### config.mk
export PLATFORM = sky130hd
export DESIGN_NAME = fpu_request_arbiter
export DESIGN_NICKNAME = d
export VERILOG_FILES = /design/src/rtl/fpu_request_arbiter_pkg.sv /design/src/rtl/fpu_rr_arbiter.sv /design/src/rtl/fpu_request_arbiter.sv
export SDC_FILE = /design/constraint.sdc
export NUM_CORES = 1
export LEC_CHECK = 0
export BUFFER_PORTS_ARGS = -buffer_cell sky130_fd_sc_hd__buf_4
export CORE_MARGIN = 1.5
export CORE_UTILIZATION = 40
export CTS_CLUSTER_DIAMETER = 80
export DETAILED_ROUTE_END_ITERATION = 10
export GPL_TIMING_DRIVEN = 0
export PLACE_DENSITY = 0.72
export SYNTH_ARGS = -nofsm -noshare
export SYNTH_HDL_FRONTEND = slang
export SYNTH_HIERARCHICAL = 1
export SYNTH_SLANG_ARGS = --single-unit
### constraint.sdc
create_clock -name clk -period 3.7 [get_ports clk]
set_input_delay 0.37 -clock clk [delete_from_list [all_inputs] [get_ports clk]]
set_output_delay 0.37 -clock clk [all_outputs]
set_load 0.01 [all_outputs]
### src/rtl/fpu_request_arbiter_pkg.sv
`default_nettype none
// ============================================================================
// Module      : fpu_request_arbiter_pkg
// Description : Shared opcodes, FSM state encoding, default parameters and a
//               per-opcode latency helper for the FPU request arbiter.
// Revision    : 1.0 - initial release
// ============================================================================
package fpu_request_arbiter_pkg;

    // Opcode encoding understood by the Fixed_Point_Unit.
    typedef enum logic [1:0] {
        FPU_ADD  = 2'b00,
        FPU_SUB  = 2'b01,
        FPU_MUL  = 2'b10,
        FPU_SQRT = 2'b11
    } fpu_op_t;

    // Opcode presented while no operation is in flight. ADD is purely
    // combinational inside the FPU, so the MUL/SQRT machines stay parked.
    localparam fpu_op_t FPU_IDLE_OP = FPU_ADD;

    // Default configuration.
    localparam int DEF_WIDTH    = 32;
    localparam int DEF_NUM_REQ  = 2;
    localparam int DEF_MUL_LAT  = 6;
    localparam int DEF_SQRT_LAT = 35;
    localparam int DEF_TIMEOUT  = 64;

    // Arbiter FSM encoding.
    typedef enum logic [1:0] {
        ST_IDLE = 2'd0,
        ST_EXEC = 2'd1,
        ST_RESP = 2'd2
    } arb_state_t;

    // Minimum number of edges an opcode must be applied before the FPU's
    // ready flag can be trusted (ready is sticky from earlier operations).
    function automatic int op_latency(input logic [1:0] op,
                                      input int         mul_lat,
                                      input int         sqrt_lat);
        int lat;
        case (op)
            FPU_MUL:  lat = mul_lat;
            FPU_SQRT: lat = sqrt_lat;
            default:  lat = 0;
        endcase
        return lat;
    endfunction

endpackage
`default_nettype wire

### src/rtl/fpu_rr_arbiter.sv
`default_nettype none
// ============================================================================
// Module      : fpu_rr_arbiter
// Description : Combinational round-robin picker. The winner is the first
//               asserted request strictly after rr_ptr, wrapping around, so
//               the previous winner has lowest priority.
// Revision    : 1.0 - initial release
// Ports       : req        in  NUM_REQ  request vector
//               rr_ptr     in  IDX_W    index of the previous winner
//               grant      out NUM_REQ  one-hot grant (all zero if no request)
//               grant_idx  out IDX_W    index of the granted request
// ============================================================================
module fpu_rr_arbiter #(
    parameter int NUM_REQ = 2,
    parameter int IDX_W   = 1
) (
    input  logic [NUM_REQ-1:0] req,
    input  logic [IDX_W-1:0]   rr_ptr,
    output logic [NUM_REQ-1:0] grant,
    output logic [IDX_W-1:0]   grant_idx
);

    logic found;
    int   cand;

    // Scan offsets 1..NUM_REQ from the pointer; offset NUM_REQ is the
    // previous winner itself, which therefore wins only when it is alone.
    always_comb begin
        grant     = '0;
        grant_idx = '0;
        found     = 1'b0;
        cand      = 0;
        for (int k = 1; k <= NUM_REQ; k++) begin
            cand = int'(rr_ptr) + k;
            if (cand >= NUM_REQ) begin
                cand = cand - NUM_REQ;
            end
            if (!found && req[cand]) begin
                found       = 1'b1;
                grant[cand] = 1'b1;
                grant_idx   = IDX_W'(cand);
            end
        end
    end

endmodule
`default_nettype wire

### src/rtl/fpu_request_arbiter.sv
`default_nettype none
// ============================================================================
// Module      : fpu_request_arbiter
// Description : Shares one Fixed_Point_Unit between NUM_REQ requesters.
//               Accepts one request at a time (round-robin), holds the
//               opcode/operands on the FPU for the whole operation, decides
//               completion from a per-opcode minimum latency plus fpu_ready,
//               and returns the result tagged to the owning requester.
// Revision    : 1.0 - initial release
// Ports       : clk, reset (asynchronous, active-high)
//               req_valid/req_ready/req_op/req_opa/req_opb  requester side
//               rsp_valid/rsp_data/rsp_err                 response side
//               busy                                       EXEC or RESP
//               fpu_operand_1/2, fpu_operation, fpu_result, fpu_ready
// ============================================================================
module fpu_request_arbiter
    import fpu_request_arbiter_pkg::*;
#(
    parameter int WIDTH    = DEF_WIDTH,
    parameter int NUM_REQ  = DEF_NUM_REQ,
    parameter int MUL_LAT  = DEF_MUL_LAT,
    parameter int SQRT_LAT = DEF_SQRT_LAT,
    parameter int TIMEOUT  = DEF_TIMEOUT
) (
    input  logic                     clk,
    input  logic                     reset,
    input  logic [NUM_REQ-1:0]       req_valid,
    output logic [NUM_REQ-1:0]       req_ready,
    input  logic [2*NUM_REQ-1:0]     req_op,
    input  logic [WIDTH*NUM_REQ-1:0] req_opa,
    input  logic [WIDTH*NUM_REQ-1:0] req_opb,
    output logic [NUM_REQ-1:0]       rsp_valid,
    output logic [WIDTH-1:0]         rsp_data,
    output logic                     rsp_err,
    output logic                     busy,
    output logic [WIDTH-1:0]         fpu_operand_1,
    output logic [WIDTH-1:0]         fpu_operand_2,
    output logic [1:0]               fpu_operation,
    input  logic [WIDTH-1:0]         fpu_result,
    input  logic                     fpu_ready
);

    localparam int IDX_W = (NUM_REQ > 1) ? $clog2(NUM_REQ) : 1;
    localparam int CNT_W = $clog2(TIMEOUT) + 1;

    arb_state_t         state;
    logic [IDX_W-1:0]   rr_ptr;
    logic [IDX_W-1:0]   id_q;
    logic [CNT_W-1:0]   cnt;

    logic [NUM_REQ-1:0] grant;
    logic [IDX_W-1:0]   grant_idx;
    logic [1:0]         sel_op;
    logic [WIDTH-1:0]   sel_opa;
    logic [WIDTH-1:0]   sel_opb;
    logic [CNT_W-1:0]   lat;
    logic               exec_done;
    logic               exec_timeout;
    logic [NUM_REQ-1:0] id_onehot;

    fpu_rr_arbiter #(
        .NUM_REQ (NUM_REQ),
        .IDX_W   (IDX_W)
    ) u_rr (
        .req       (req_valid),
        .rr_ptr    (rr_ptr),
        .grant     (grant),
        .grant_idx (grant_idx)
    );

    // Operand/opcode slice of the current winner.
    always_comb begin
        sel_op  = req_op[2*int'(grant_idx) +: 2];
        sel_opa = req_opa[WIDTH*int'(grant_idx) +: WIDTH];
        sel_opb = req_opb[WIDTH*int'(grant_idx) +: WIDTH];
    end

    // The fpu_* registers hold the latched request for the whole of EXEC,
    // so the latency lookup can use them directly.
    always_comb begin
        lat          = CNT_W'(op_latency(fpu_operation, MUL_LAT, SQRT_LAT));
        exec_done    = (cnt >= lat) && fpu_ready;
        exec_timeout = (cnt == CNT_W'(TIMEOUT - 1));
    end

    always_comb begin
        id_onehot       = '0;
        id_onehot[id_q] = 1'b1;
    end

    assign req_ready = (state == ST_IDLE) ? grant : '0;
    assign busy      = (state != ST_IDLE);

    always_ff @(posedge clk or posedge reset) begin
        if (reset) begin
            state         <= ST_IDLE;
            rr_ptr        <= IDX_W'(NUM_REQ - 1);
            id_q          <= '0;
            cnt           <= '0;
            fpu_operation <= FPU_IDLE_OP;
            fpu_operand_1 <= '0;
            fpu_operand_2 <= '0;
            rsp_valid     <= '0;
            rsp_data      <= '0;
            rsp_err       <= 1'b0;
        end else begin
            case (state)
                ST_IDLE: begin
                    if (|req_valid) begin
                        fpu_operation <= sel_op;
                        fpu_operand_1 <= sel_opa;
                        fpu_operand_2 <= sel_opb;
                        id_q          <= grant_idx;
                        rr_ptr        <= grant_idx;
                        cnt           <= '0;
                        state         <= ST_EXEC;
                    end
                end
                ST_EXEC: begin
                    // cnt never wraps: the timeout exit fires at TIMEOUT-1.
                    cnt <= cnt + 1'b1;
                    if (exec_done || exec_timeout) begin
                        rsp_valid     <= id_onehot;
                        rsp_data      <= exec_done ? fpu_result : '0;
                        rsp_err       <= !exec_done;
                        fpu_operation <= FPU_IDLE_OP;
                        fpu_operand_1 <= '0;
                        fpu_operand_2 <= '0;
                        state         <= ST_RESP;
                    end
                end
                ST_RESP: begin
                    // rsp_data deliberately keeps the last result.
                    rsp_valid <= '0;
                    rsp_err   <= 1'b0;
                    state     <= ST_IDLE;
                end
                default: begin
                    state <= ST_IDLE;
                end
            endcase
        end
    end

endmodule
`default_nettype wire
**Word level (Yosys, flattened, before mapping)**

Cells that the tools add are included.

- Flip-flop bits (word level): 112
- Bits of input ports: 169
- Output and inout port bits: 104
- Logic and storage cells: 93

- Add/subtract/negate cells: 5
- Order comparisons: 9
- Equality and inequality tests: 7
- Shifts and indexed selects: 3
- Multiplexer cells: 39
- Bitwise operators: 1
- Reduce and logical (&&, ||, !) cells: 19

Operators with widths:

| kind | count |
|---|---|
| 2-to-1 mux 32 bit | 6 |
| one-hot mux 32 bit (2 select lines) | 2 |
| indexed part select 64 x 7 -> 32 bit | 2 |
| greater-or-equal comparator 32 x 1 -> 1 bit (second input constant) | 2 |
| greater-or-equal comparator 32 x 3 -> 1 bit (second input constant) | 2 |
| less-than comparator 32 x 3 -> 1 bit (second input constant) | 2 |
| subtractor 32 x 3 -> 32 bit (second input constant) | 2 |
| 2-to-1 mux 2 bit | 8 |
| one-hot mux 7 bit (2 select lines) | 1 |
| 2-to-1 mux 1 bit | 13 |
| one-hot mux 2 bit (2 select lines) | 3 |
| one-hot mux 6 bit (2 select lines) | 1 |
| AND reduction 2 bit | 5 |
| adder 7 x 1 -> 7 bit (second input constant) | 1 |
| == test 7 x 6 -> 1 bit (second input constant) | 1 |
| greater-or-equal comparator 7 bit | 1 |
| 2-to-1 mux 7 bit | 1 |
| == test 2 bit (second input constant) | 3 |
| nonzero test 2 bit | 3 |
| logical AND 1 bit | 5 |
| indexed part select 4 x 3 -> 2 bit | 1 |
| adder 1 x 2 -> 3 bit (second input constant) | 1 |
| demux 1 bit (select 1 bit) | 3 |
| AND reduction 3 bit | 1 |
| 12 further kinds | 13 |

**Longest topological paths before layout**

Gate-level depths: netlist of run 1.

- Depth after elaboration: 13
- Mapped depth: 10

**Cells and area by module**

Netlist of run 1, hierarchy kept.

Modules (own cells, without submodules):

| module | instances | cells an instance | area an instance (um^2) |
|---|---|---|---|
| fpu_request_arbiter | 1 | 516 | 5311.3 |
| fpu_rr_arbiter | 1 | 4 | 26.3 |

**Least setup slack after synthesis of run 1**

Ideal clock, no wire load.

- Path type: register -> register
- From: register fpu_operation[1]
- To: register fpu_operand_2[10]
- Setup time: 0.082 ns
- Arrival time: 1.929 ns
- Required time: 3.618 ns
- Path slack: 1.688 ns
- Stages on the path, launching flop included: 11
- Path buffers: 2
- Cell sequence: dfrtp_1 > nand2_1 > inv_1 > ha_1 > nand2b_1 > a211o_1 > a211oi_2 > nor2_2 > buf_6 > buf_6 > o22ai_1

- Word-level cells in the longest chain between the ends: 7

Ends and longest elaborated chain:

| item | RTL line | text |
|---|---|---|
| start, declared | fpu_request_arbiter.sv:38 | `output logic [1:0] fpu_operation,` |
| start signal, assigned | fpu_request_arbiter.sv:110 | `fpu_operation <= sel_op;` |
| == test 2 bit | fpu_request_arbiter_pkg.sv:42 | `case (op)` |
| one-hot mux 6 bit (2 select lines) (*) | fpu_request_arbiter_pkg.sv:42 |  |
| greater-or-equal comparator 7 bit (*) | fpu_request_arbiter.sv:82 | `exec_done = (cnt >= lat) && fpu_ready;` |
| logical AND 1 bit (*) | fpu_request_arbiter.sv:82 |  |
| logical OR 1 bit (*) | fpu_request_arbiter.sv:122 | `if (exec_done \|\| exec_timeout) begin` |
| inequality test 2 bit (no source line) (*) | n/a |  |
| AND reduction 3 bit (no source line) (*) | n/a |  |
| end signal, assigned | fpu_request_arbiter.sv:112 | `fpu_operand_2 <= sel_opb;` |
| end, declared | fpu_request_arbiter.sv:37 | `output logic [WIDTH-1:0] fpu_operand_2,` |

Mark *: on every way between the ends. The rest lies on a longest branch, timed or not.
A chain may end at the register's enable or synchronous reset.

**Worst setup path after layout of run 1**

- From: register rr_ptr
- To: register fpu_operand_2[14]

- Word-level cells in the longest chain between the ends: 13

Ends and longest elaborated chain:

| item | RTL line | text |
|---|---|---|
| start, declared | fpu_request_arbiter.sv:47 | `logic [IDX_W-1:0] rr_ptr;` |
| start signal, assigned | fpu_request_arbiter.sv:97 | `rr_ptr <= IDX_W'(NUM_REQ - 1);` |
| start signal, assigned | fpu_request_arbiter.sv:114 | `rr_ptr <= grant_idx;` |
| adder 1 x 1 -> 2 bit | fpu_rr_arbiter.sv:34 | `cand = int'(rr_ptr) + k;` |
| subtractor 32 x 3 -> 32 bit or greater-or-equal comparator 32 x 3 -> 1 bit (tied branches) | fpu_rr_arbiter.sv:36, fpu_rr_arbiter.sv:35 |  |
| 2-to-1 mux 32 bit | fpu_rr_arbiter.sv:35 | `if (cand >= NUM_REQ) begin` |
| 2-to-1 mux 1 bit (implied by the code) (3 in series) | fpu_rr_arbiter.sv:38 | `if (!found && req[cand]) begin` |
| 2-to-1 mux 1 bit | fpu_rr_arbiter.sv:38 |  |
| logical NOT 1 bit | fpu_rr_arbiter.sv:38 |  |
| logical AND 1 bit | fpu_rr_arbiter.sv:38 |  |
| 2-to-1 mux 1 bit (*) | fpu_rr_arbiter.sv:38 |  |
| net grant_idx | fpu_request_arbiter.sv:52 | `logic [IDX_W-1:0] grant_idx;` |
| indexed part select 64 x 7 -> 32 bit (*) | fpu_request_arbiter.sv:75 | `sel_opb = req_opb[WIDTH*int'(grant_idx) +: WIDTH];` |
| 2-to-1 mux 32 bit (*) | fpu_request_arbiter.sv:109 | `if (\|req_valid) begin` |
| one-hot mux 32 bit (2 select lines) (*) | fpu_request_arbiter.sv:107 | `case (state)` |

Mark *: on every way through the listed nets, which the timed path passes. The rest lies on a longest branch. The select of a mux whose other input is x is not followed.

==> metrics.csv, run 1 <==
metric,value,unit
outcome,completed,
antenna_cells,0,
finalMaxSlewViolations,0,
p_int,3.85,mW
yosysTopAreaCell,dfrtp_1,
cp_max_fo,10,
place_congestion,0.859,
detail_route.wirelength,16000,um
grt_usage,23.1,%
grt_pass1_wl,25700,um
fin_nets,978,
place_area,0.00763,sq mm
r2r-end,fpu_operand_2[14],
p_switching,2.31,mW
critPathArrivalTime,2.52,ns
slowest_stage,clkbuf_1,
swShare,37.6,%
ys_ff_latch,112,
dp_slack,1.25,ns
finalPower,6.16,mW
grt_max_degree,59,
hpwl,12500,um
r2r-start,rr_ptr,
yosysWarnings,6,
design_area,0.00795,sq mm
worst-setup-path-type,register to register,
drive_above_1_share,37.8,%
ys.flop_type,dfrtp_1,
drc,0,
syn_inst,520,
cp_cell_sequence,"a21boi_0, clkbuf_1, buf_2, clkbuf_1, mux2i_1, o22ai_1",
utilization,60.5,%
power_density,775,mW/mm^2
required,3.91,ns
cts_resized,0,
die_w,119,um
cp_common_cell,clkbuf_1,
grt-ovfl-total,0,
initial_utilization,40.6,%
antenna_found_initial,0,
routedWlPerCell,16.3,um
cts.clk_slew.worst_paths,0.07,ns
io_buffers,272,
dr.pass1.iters,4,
syn_to_final_growth,48.9,%
path_buf_inv,3,
power_frac_clock,16.5,%
relSlewSlack,45.1,%
setup_viol,0,
start_kind,register,
hold_viol,0,
synth_area_leaders,"dfrtp_1, mux2i_1, nand2_1, o22ai_1, inv_1",
clk_latency,0.34,ns
holdWs,0.162,ns
pwr-share-comb,48.9,%
num_vias,4940,
r2r_slack,1.39,ns
die-area,0.0140,sq mm
cts_num_sinks,112,
synth_area,0.00534,sq mm
viasPerCell,5.02,
synth.distinct_cells,32,
grt_pass1_vias,5120,
p_seq_share,34.6,%
synth_seq_area_share,52.5,%
critical-path-top-delay-family,buffers and inverters,
io_pins,273,
skew,0.00896,ns
postSynth.asyncResetShare,100,%
maxCapViolations,0,
hold_buffers,0,
hold_class,primary input to asynchronous set/reset pin,
ant_nets,0,
reg2reg_depth,6,
timing.final.ws_setup,1.39,ns
drt_iter0_markers,181,
max-vdd-ir-drop,441,uV
layout_min_cycle_time,2.31,ns
cts-buffers-inserted,9,
synth_top_cell_area_share,52.0,%
cts_setup_buffers,0,
die-height,119,um
htree_levels,3,
fp.coreArea,0.0131,sq mm
post-route-period-util,62.4,%
rows,42,
cts_tree,done,
critPathCaptureType,register,
syn-num-nets,694,
fmax,0.433,GHz
worst_pin_slew,0.823,ns
cts_buffer_depth,2,
cellLeakagePower,4.15,nW
grt_setup_unrepaired,false,
cts_root_buffer,clkbuf_16,
max_stage_delay,0.63,ns
synth_edf_count,0,
syn-mean-instance-area,10.3,sq um
final cells by class:
cell class | instances | area (sq um)
Sequential cell | 112 | 2800
Buffer | 36 | 180
Inverter | 39 | 149
Multi-Input combinational cell | 333 | 2210
Clock inverter | 2 | 35.0
Timing Repair Buffer | 273 | 2070
Fill cell | 1141 | 5190
Clock buffer | 14 | 284
Tap cell | 176 | 220
synth_stat cells, types with 4 or more instances:
cell / count
o21ai_0: 11
nor2_1: 6
nand2_1: 113
clkbuf_1: 22
ha_1: 5
inv_1: 39
dfrtp_1: 111
o22ai_1: 67
mux2i_1: 100
buf_2: 6
buf_6: 5
nand2b_1: 4
cells by family after synthesis:
kind of cell | Yosys count | synth area share, %
buffers and inverters | 75 | 6.12
DFF | 112 | 52.5
AOI/OAI and AO/OA | 89 | 10.5
and+or+nand+nor | 139 | 10.9
adders and majority gates | 5 | 1.17
muxes | 100 | 18.8
cell usage in the layout (no fill, tap or decap), drive strengths merged:
cell,n
nor2,8
mux2i,100
o31ai,2
nand2b,4
nand3,3
a211oi,1
and2,2
clkbuf,36
buf,287
ha,5
a21boi,3
dfrtp,111
o21a,1
nor3,1
a211o,2
nor2b,2
nor4b,1
clkinv,1
or2,1
bufinv,1
dfstp,1
and3,2
o21ai,12
nand2,113
o22ai,67
nand4,2
inv,39
a21oi,1
power groups by stage:
stage / registers [mW] / logic, mW / clock network, mW
after floorplan: 2.34 / 1.41 / 0
after global placement: 2.12 / 2.95 / 0
after detailed placement: 2.15 / 3.04 / 0
after CTS: 2.13 / 3.04 / 1.04
after global routing: 2.20 / 3.29 / 1.09
final: 2.13 / 3.01 / 1.02
registers in the layout (all words and copies together) (netlist names), 2 cells and up:
signal,flops
rsp_valid,2
fpu_operation,2
cnt,7
fpu_operand_2,32
rsp_data,32
state,2
fpu_operand_1,32
stage by stage:
step / std cells / TNS [ns]
final: 985 / 0
after global routing: 985 / 0
after CTS: 985 / 0
after detailed placement: 969 / 0
after global placement: 968 / -94.81
after floorplan: 520 / 0
layer usage:
layer	routed length, um	GRT usage, %
met5	0	0
met4	299	7.53
met3	1110	5.50
met2	8200	40.8
met1	6440	27.6
how the worst max path moves through the flow:
| stage | startpoint | to | slack (ns) | depth (start not counted) |
|---|---|---|---|---|
| 6_report | rr_ptr | fpu_operand_2[14] | 1.39 | 6 |
| 2_1_floorplan | reset | cnt[0] | 0.37 | 1 |
| 3_3_place_gp | reset | fpu_operand_2[23] | -0.86 | 2 |
| 5_1_grt | cnt[0] | fpu_operand_2[8] | 1.22 | 8 |
| 3_5_place_dp | req_valid[0] | fpu_operand_2[14] | 1.25 | 7 |
| 4_1_cts | rr_ptr | fpu_operand_2[14] | 1.34 | 6 |
Power figures use the tool's default switching activity.
==> run 2, diff against run 1 <==
==> constraint.sdc (replaced) <==
create_clock -name clk -period 2.4 [get_ports clk]
set_input_delay 0.24 -clock clk [delete_from_list [all_inputs] [get_ports clk]]
set_output_delay 0.24 -clock clk [all_outputs]
set_load 0.01 [all_outputs]
==> metrics.csv, run 2 (synthesis gave the netlist of run 1 again) <==
metric,value,unit,change
num_vias,4928,,-0.24%
grt_pass1_vias,5055,,-1.3%
p_int,5.99,mW,+56%
cp_cell_sequence,"nand2_1, inv_1, ha_1, nand2b_1, a211o_1, a211oi_2, nor2_4, buf_6, buf_6, o22ai_1",,
htree_levels,3,,unchanged
reg_top3,"fpu_operand_1: 32 flops, fpu_operand_2: 32 flops, rsp_data: 32 flops",,
detail_route.wirelength,16000,um,-0.52%
power_density,1200,mW/mm^2,+55%
io_buffers,272,,unchanged
hold_viol,0,,unchanged
slowest_stage,dfrtp_1,,
grt_max_degree,43,,-27%
clk_latency,0.35,ns,about the same
fmax,0.447,GHz,+3.2%
routedWlPerCell,16.2,um,-0.62%
cts_root_buffer,clkbuf_16,,
grt-ovfl-total,0,,unchanged
place_congestion,0.832,,-3.2%
grt_pass1_wl,25700,um,about the same
finalMaxSlewViolations,0,,unchanged
final_common_cell,buf_4,,
max-vdd-ir-drop,675,uV,+53%
start_kind,register,,
outcome,completed,,
antenna_cells,0,,unchanged
final_cell_mix,"buf_4, nand2_1, dfrtp_1, mux2i_1, o22ai_1",,
place_inst,970,,+0.10%
p_seq_share,34.2,%,-0.4 points
grt_usage,23.0,%,-0.076 points
critPathArrivalTime,2.49,ns,-0.03 ns
worst_pin_slew,0.802,ns,-0.0214 ns
fin_nets,979,,+0.10%
cts_buffer_depth,2,,unchanged
relSlewSlack,46.6,%,+1.4 points
worst-setup-path-type,register to register,,
drc,0,,unchanged
io_pins,273,,unchanged
cp_common_cell,buf_6,,
dr.pass1.iters,4,,unchanged
grt_setup_unrepaired,false,,
critical-path-top-delay-family,compound AO/OA/AOI/OAI gates,,
antenna_found_initial,0,,unchanged
critPathCaptureType,register,,
cp_max_fo,10,,unchanged
cts_tree,done,,
cts-buffers-inserted,9,,unchanged
cellLeakagePower,4.17,nW,+0.30%
setup_viol,0,,unchanged
path_buf_inv,3,,unchanged
syn_to_final_growth,49.8,%,
power_frac_clock,17.2,%,+0.7 points
pwr-share-comb,48.6,%,-0.3 points
drive_above_1_share,38.5,%,+0.69 points
die-height,119,um,unchanged
cts.clk_slew.worst_paths,0.07,ns,about the same
swShare,37.7,%,+0.13 points
rows,42,,unchanged
skew,0.00475,ns,-0.00421 ns
fin_cells,986,,+0.10%
post-route-period-util,93.2,%,+31 points
drt_iter0_markers,267,,+48%
max_stage_delay,0.45,ns,-0.18 ns
die-area,0.0140,sq mm,unchanged
hpwl,12400,um,-1.1%
hold_class,primary input to asynchronous set/reset pin,,
die_w,119,um,unchanged
hold_buffers,0,,unchanged
fp.coreArea,0.0131,sq mm,unchanged
cts_num_sinks,112,,unchanged
p_switching,3.62,mW,+57%
initial_utilization,40.6,%,unchanged
required,2.66,ns,-1.25 ns
utilization,60.8,%,+0.34 points
layout_min_cycle_time,2.24,ns,-0.0709 ns
ant_nets,0,,unchanged
viasPerCell,5.00,,-0.34%
maxCapViolations,0,,unchanged
-- run 2: changes by cell type in the layout (fill, tap and decap cells not counted), sizes merged --
cell	before	now
bufinv	1	2
buf	287	286
inv	39	38
clkinvlp	0	2
-- run 2: per-layer routing --
metal / vias up / share of wire, % / GRT usage, %
li1: 2352 / - / -
met1: 2383 / 42 / 28.9
met2: 180 / 50 / 39.8
met3: 13 / 6.7 / 5.16
met4: 0 / 1.3 / 6.63
met5: - / 0 / 0
-- run 2: per-stage QoR --
step                TNS [ns]  hold WS [ns]  setup slack, ns  total power [mW]  cell area (sq um)
finish                     0       0.00743            0.164              9.61               7990
global route               0        0.0549           0.0114              10.3               7990
CTS                        0        0.0253           0.0619              9.68               7980
detailed placement  -0.00977         0.400         -0.00977              8.01               7640
global placement           0         0.446           0.0450              7.82               7600
floorplan                  0         0.371            0.388              5.78               5340
-- run 2: path summary, 6_finish.rpt --
check	startpoint	to	slack [ns]	cells after the start
hold / removal	reset	rsp_data[27]	0.007	2
min in group clk	fpu_result[28]	rsp_data[28]	0.13	3
setup / recovery	fpu_operation[1]	fpu_operand_2[15]	0.16	10
setup reg to reg	fpu_operation[1]	fpu_operand_2[15]	0.16	10
hold reg to reg	id_q	rsp_valid[0]	0.46	1
max in group asynchronous	reset	rr_ptr	1.70	3
-- run 2: layout make-up --
cell class	count	area [sq um]
flip-flops and latches	112	2800
plain buffers	36	184
fillers	1157	5140
multi-input cells	333	2220
well taps	176	220
inverters	39	150
repair buffers	274	2080
clock inverters	4	76.3
clock buffers	12	256
-- run 2: power by group through the flow --
stage / combinational [mW] / sequential [mW] / clock, mW
global route: 5.10 / 3.39 / 1.78
global placement: 4.56 / 3.27 / 0
CTS: 4.70 / 3.29 / 1.69
finish: 4.67 / 3.29 / 1.65
detailed placement: 4.70 / 3.31 / 0
floorplan: 2.18 / 3.60 / 0
-- run 2: timing repair --
action | CTS | global route
gates resized for setup | 1 | 5
setup endpoints to repair | 1 | 62
setup buffers | 0 | 0
pin swaps | 0 | 1
hold endpoints to repair | 0 | 0
==> run 3, diff against run 2 <==
--- a/config.mk
+++ b/config.mk
@@ -5,13 +5,12 @@
 export SDC_FILE = /design/constraint.sdc
 export NUM_CORES = 1
 export LEC_CHECK = 0
-export BUFFER_PORTS_ARGS = -buffer_cell sky130_fd_sc_hd__buf_4
 export CORE_MARGIN = 1.5
 export CORE_UTILIZATION = 40
 export CTS_CLUSTER_DIAMETER = 80
 export DETAILED_ROUTE_END_ITERATION = 10
+export DONT_BUFFER_PORTS = 1
 export GPL_TIMING_DRIVEN = 0
-export PLACE_DENSITY = 0.72
 export SYNTH_ARGS = -nofsm -noshare
 export SYNTH_HDL_FRONTEND = slang
 export SYNTH_HIERARCHICAL = 1
==> metrics.csv, run 3 (synthesis gave the netlist of run 1 again) <==
metric,value,unit,change
die-height,119,um,unchanged
detail_route.wirelength,14000,um,-13%
cts.clk_slew.worst_paths,0.07,ns,about the same
rows,42,,unchanged
final_common_cell,nand2_1,,
antenna_found_initial,0,,unchanged
drive_above_1_share,7.96,%,-31 points
cts_buffer_depth,2,,unchanged
grt_max_degree,44,,+2.3%
met2_length,6930,um,-14%
required,2.65,ns,about the same
drt_iter0_markers,160,,-40%
routedWlPerCell,19.5,um,+20%
drc,0,,unchanged
num_vias,3914,,-21%
finalPower,8.08,mW,-16%
ant_nets,0,,unchanged
place_inst,698,,-28%
fin_nets,709,,-28%
die-area,0.0140,sq mm,unchanged
post-route-period-util,93.8,%,+0.61 points
syn_to_final_growth,11.7,%,
setup_viol,0,,unchanged
finalMaxSlewViolations,0,,unchanged
io_pins,273,,unchanged
fmax,0.444,GHz,-0.65%
reg2reg_depth,10,,unchanged
fin_cells,716,,-27%
outcome,completed,,
hpwl,10500,um,-15%
worst_pin_slew,0.786,ns,-0.0159 ns
p_int,4.76,mW,-21%
power_frac_clock,18.7,%,+1.5 points
utilization,45.4,%,-15 points
dr.pass1.iters,7,,+3
cp_max_fo,10,,unchanged
dr_wl_met3,1260,um,+18%
htree_levels,3,,unchanged
critPathArrivalTime,2.50,ns,about the same
final_cell_mix,"nand2_1, dfrtp_1, mux2i_1, o22ai_1, inv_1",,
regArea,0.00281,sq mm,about the same
relSlewSlack,47.5,%,+0.95 points
maxCapViolations,0,,unchanged
fill_cells,1218,,+5.3%
hold_viol,0,,unchanged
cts-buffers-inserted,9,,unchanged
swShare,41.1,%,+3.4 points
critPathCaptureType,register,,
grt_usage,19.9,%,-3.1 points
antenna_cells,0,,unchanged
grt-ovfl-total,0,,unchanged
wirelength_met1,5550,um,-17%
grt_pass1_wl,21500,um,-16%
clk_latency,0.34,ns,about the same
place_congestion,0.819,,-1.5%
min_path_cells,2,,
layout_min_cycle_time,2.25,ns,+0.0147 ns
p_seq_share,47.3,%,+13 points
cts_tree,done,,
grt_setup_unrepaired,false,,
die_w,119,um,unchanged
initial_utilization,40.6,%,unchanged
skew,0.00891,ns,+0.00416 ns
design_area,0.00596,sq mm,-25%
io_buffers,0,,-100%
highest_layer,met4,,
cellLeakagePower,2.83,nW,-32%
worst-setup-path-type,register to register,,
multi_input_area,0.00223,sq mm,+0.39%
power_density,1360,mW/mm^2,+13%
hold_class,primary input to register,,
fp.coreArea,0.0131,sq mm,unchanged
viasPerCell,5.47,,+9.4%
cts_num_sinks,112,,unchanged
grt_pass1_vias,3875,,-23%
place_area,0.00560,sq mm,-27%
finalSetupTns,0,ns,unchanged
max-vdd-ir-drop,524,uV,-22%
reg_top3,"fpu_operand_1: 32 flops, fpu_operand_2: 32 flops, rsp_data: 32 flops",,
cts_root_buffer,clkbuf_16,,
pwr-share-comb,34.0,%,-15 points
p_switching,3.32,mW,-8.3%
start_kind,register,,
==> run 3: power groups by stage <==
stage                     combinational [mW]  clock (mW)  sequential [mW]
after CTS                               2.77        1.57             3.83
final                                   2.74        1.51             3.82
after global routing                    3.09        1.63             3.93
after floorplan                         2.18           0             3.60
after detailed placement                2.76           0             3.84
after global placement                  2.62           0             3.84
==> run 3: timing repair <==
action,in CTS,in global routing
resized for setup,5,8
endpoints found under the hold margin,35,0
pin swaps,0,2
buffers inserted,0,0
setup endpoints to repair,34,62
hold buffers,2,0
==> run 3: final timing paths <==
path                                   from                to  slack [ns]
setup / recovery           fpu_operation[1]  fpu_operand_2[8]        0.15
hold / removal               fpu_result[22]      rsp_data[22]        0.02
setup reg to reg           fpu_operation[1]  fpu_operand_2[8]        0.15
hold reg to reg                        id_q      rsp_valid[0]        0.45
max in group asynchronous             reset  fpu_operation[1]        0.95
min in group asynchronous             reset      rsp_data[25]        0.52
==> run 3: area by class of cell <==
type | instances | share of cell area [%]
inverters | 39 | 2.52
clock buffers | 12 | 4.14
clock inverters | 4 | 0.903
repair buffers | 4 | 1.01
well taps | 176 | 3.70
plain buffers | 36 | 3.23
multi-input cells | 333 | 37.4
flip-flops and latches | 112 | 47.1
==> run 3: worst max-delay path: stages (launching register included) <==
cell	delay, ns
dfrtp_2	0.48
nand2_2	0.10
inv_1	0.04
ha_1	0.25
nand2b_1	0.14
a211o_1	0.33
a211oi_2	0.27
nor2_4	0.11
buf_8	0.17
buf_6	0.14
o22ai_1	0.13
==> run 3: metrics by stage <==
stage	setup slack [ns]	hold slack [ns]
after detailed placement	-0.244	0.295
after global routing	0.000546	0.00998
final	0.149	0.0201
after CTS	0.0188	0.00221
after global placement	-0.230	0.374
after floorplan	0.388	0.371
==> run 3: metal layers <==
layer | track usage [%] | vias to the layer above
li1 | - | 1812
met1 | 23.4 | 1880
met2 | 34.4 | 210
met3 | 6.03 | 12
met4 | 6.70 | 0
met5 | 0 | -
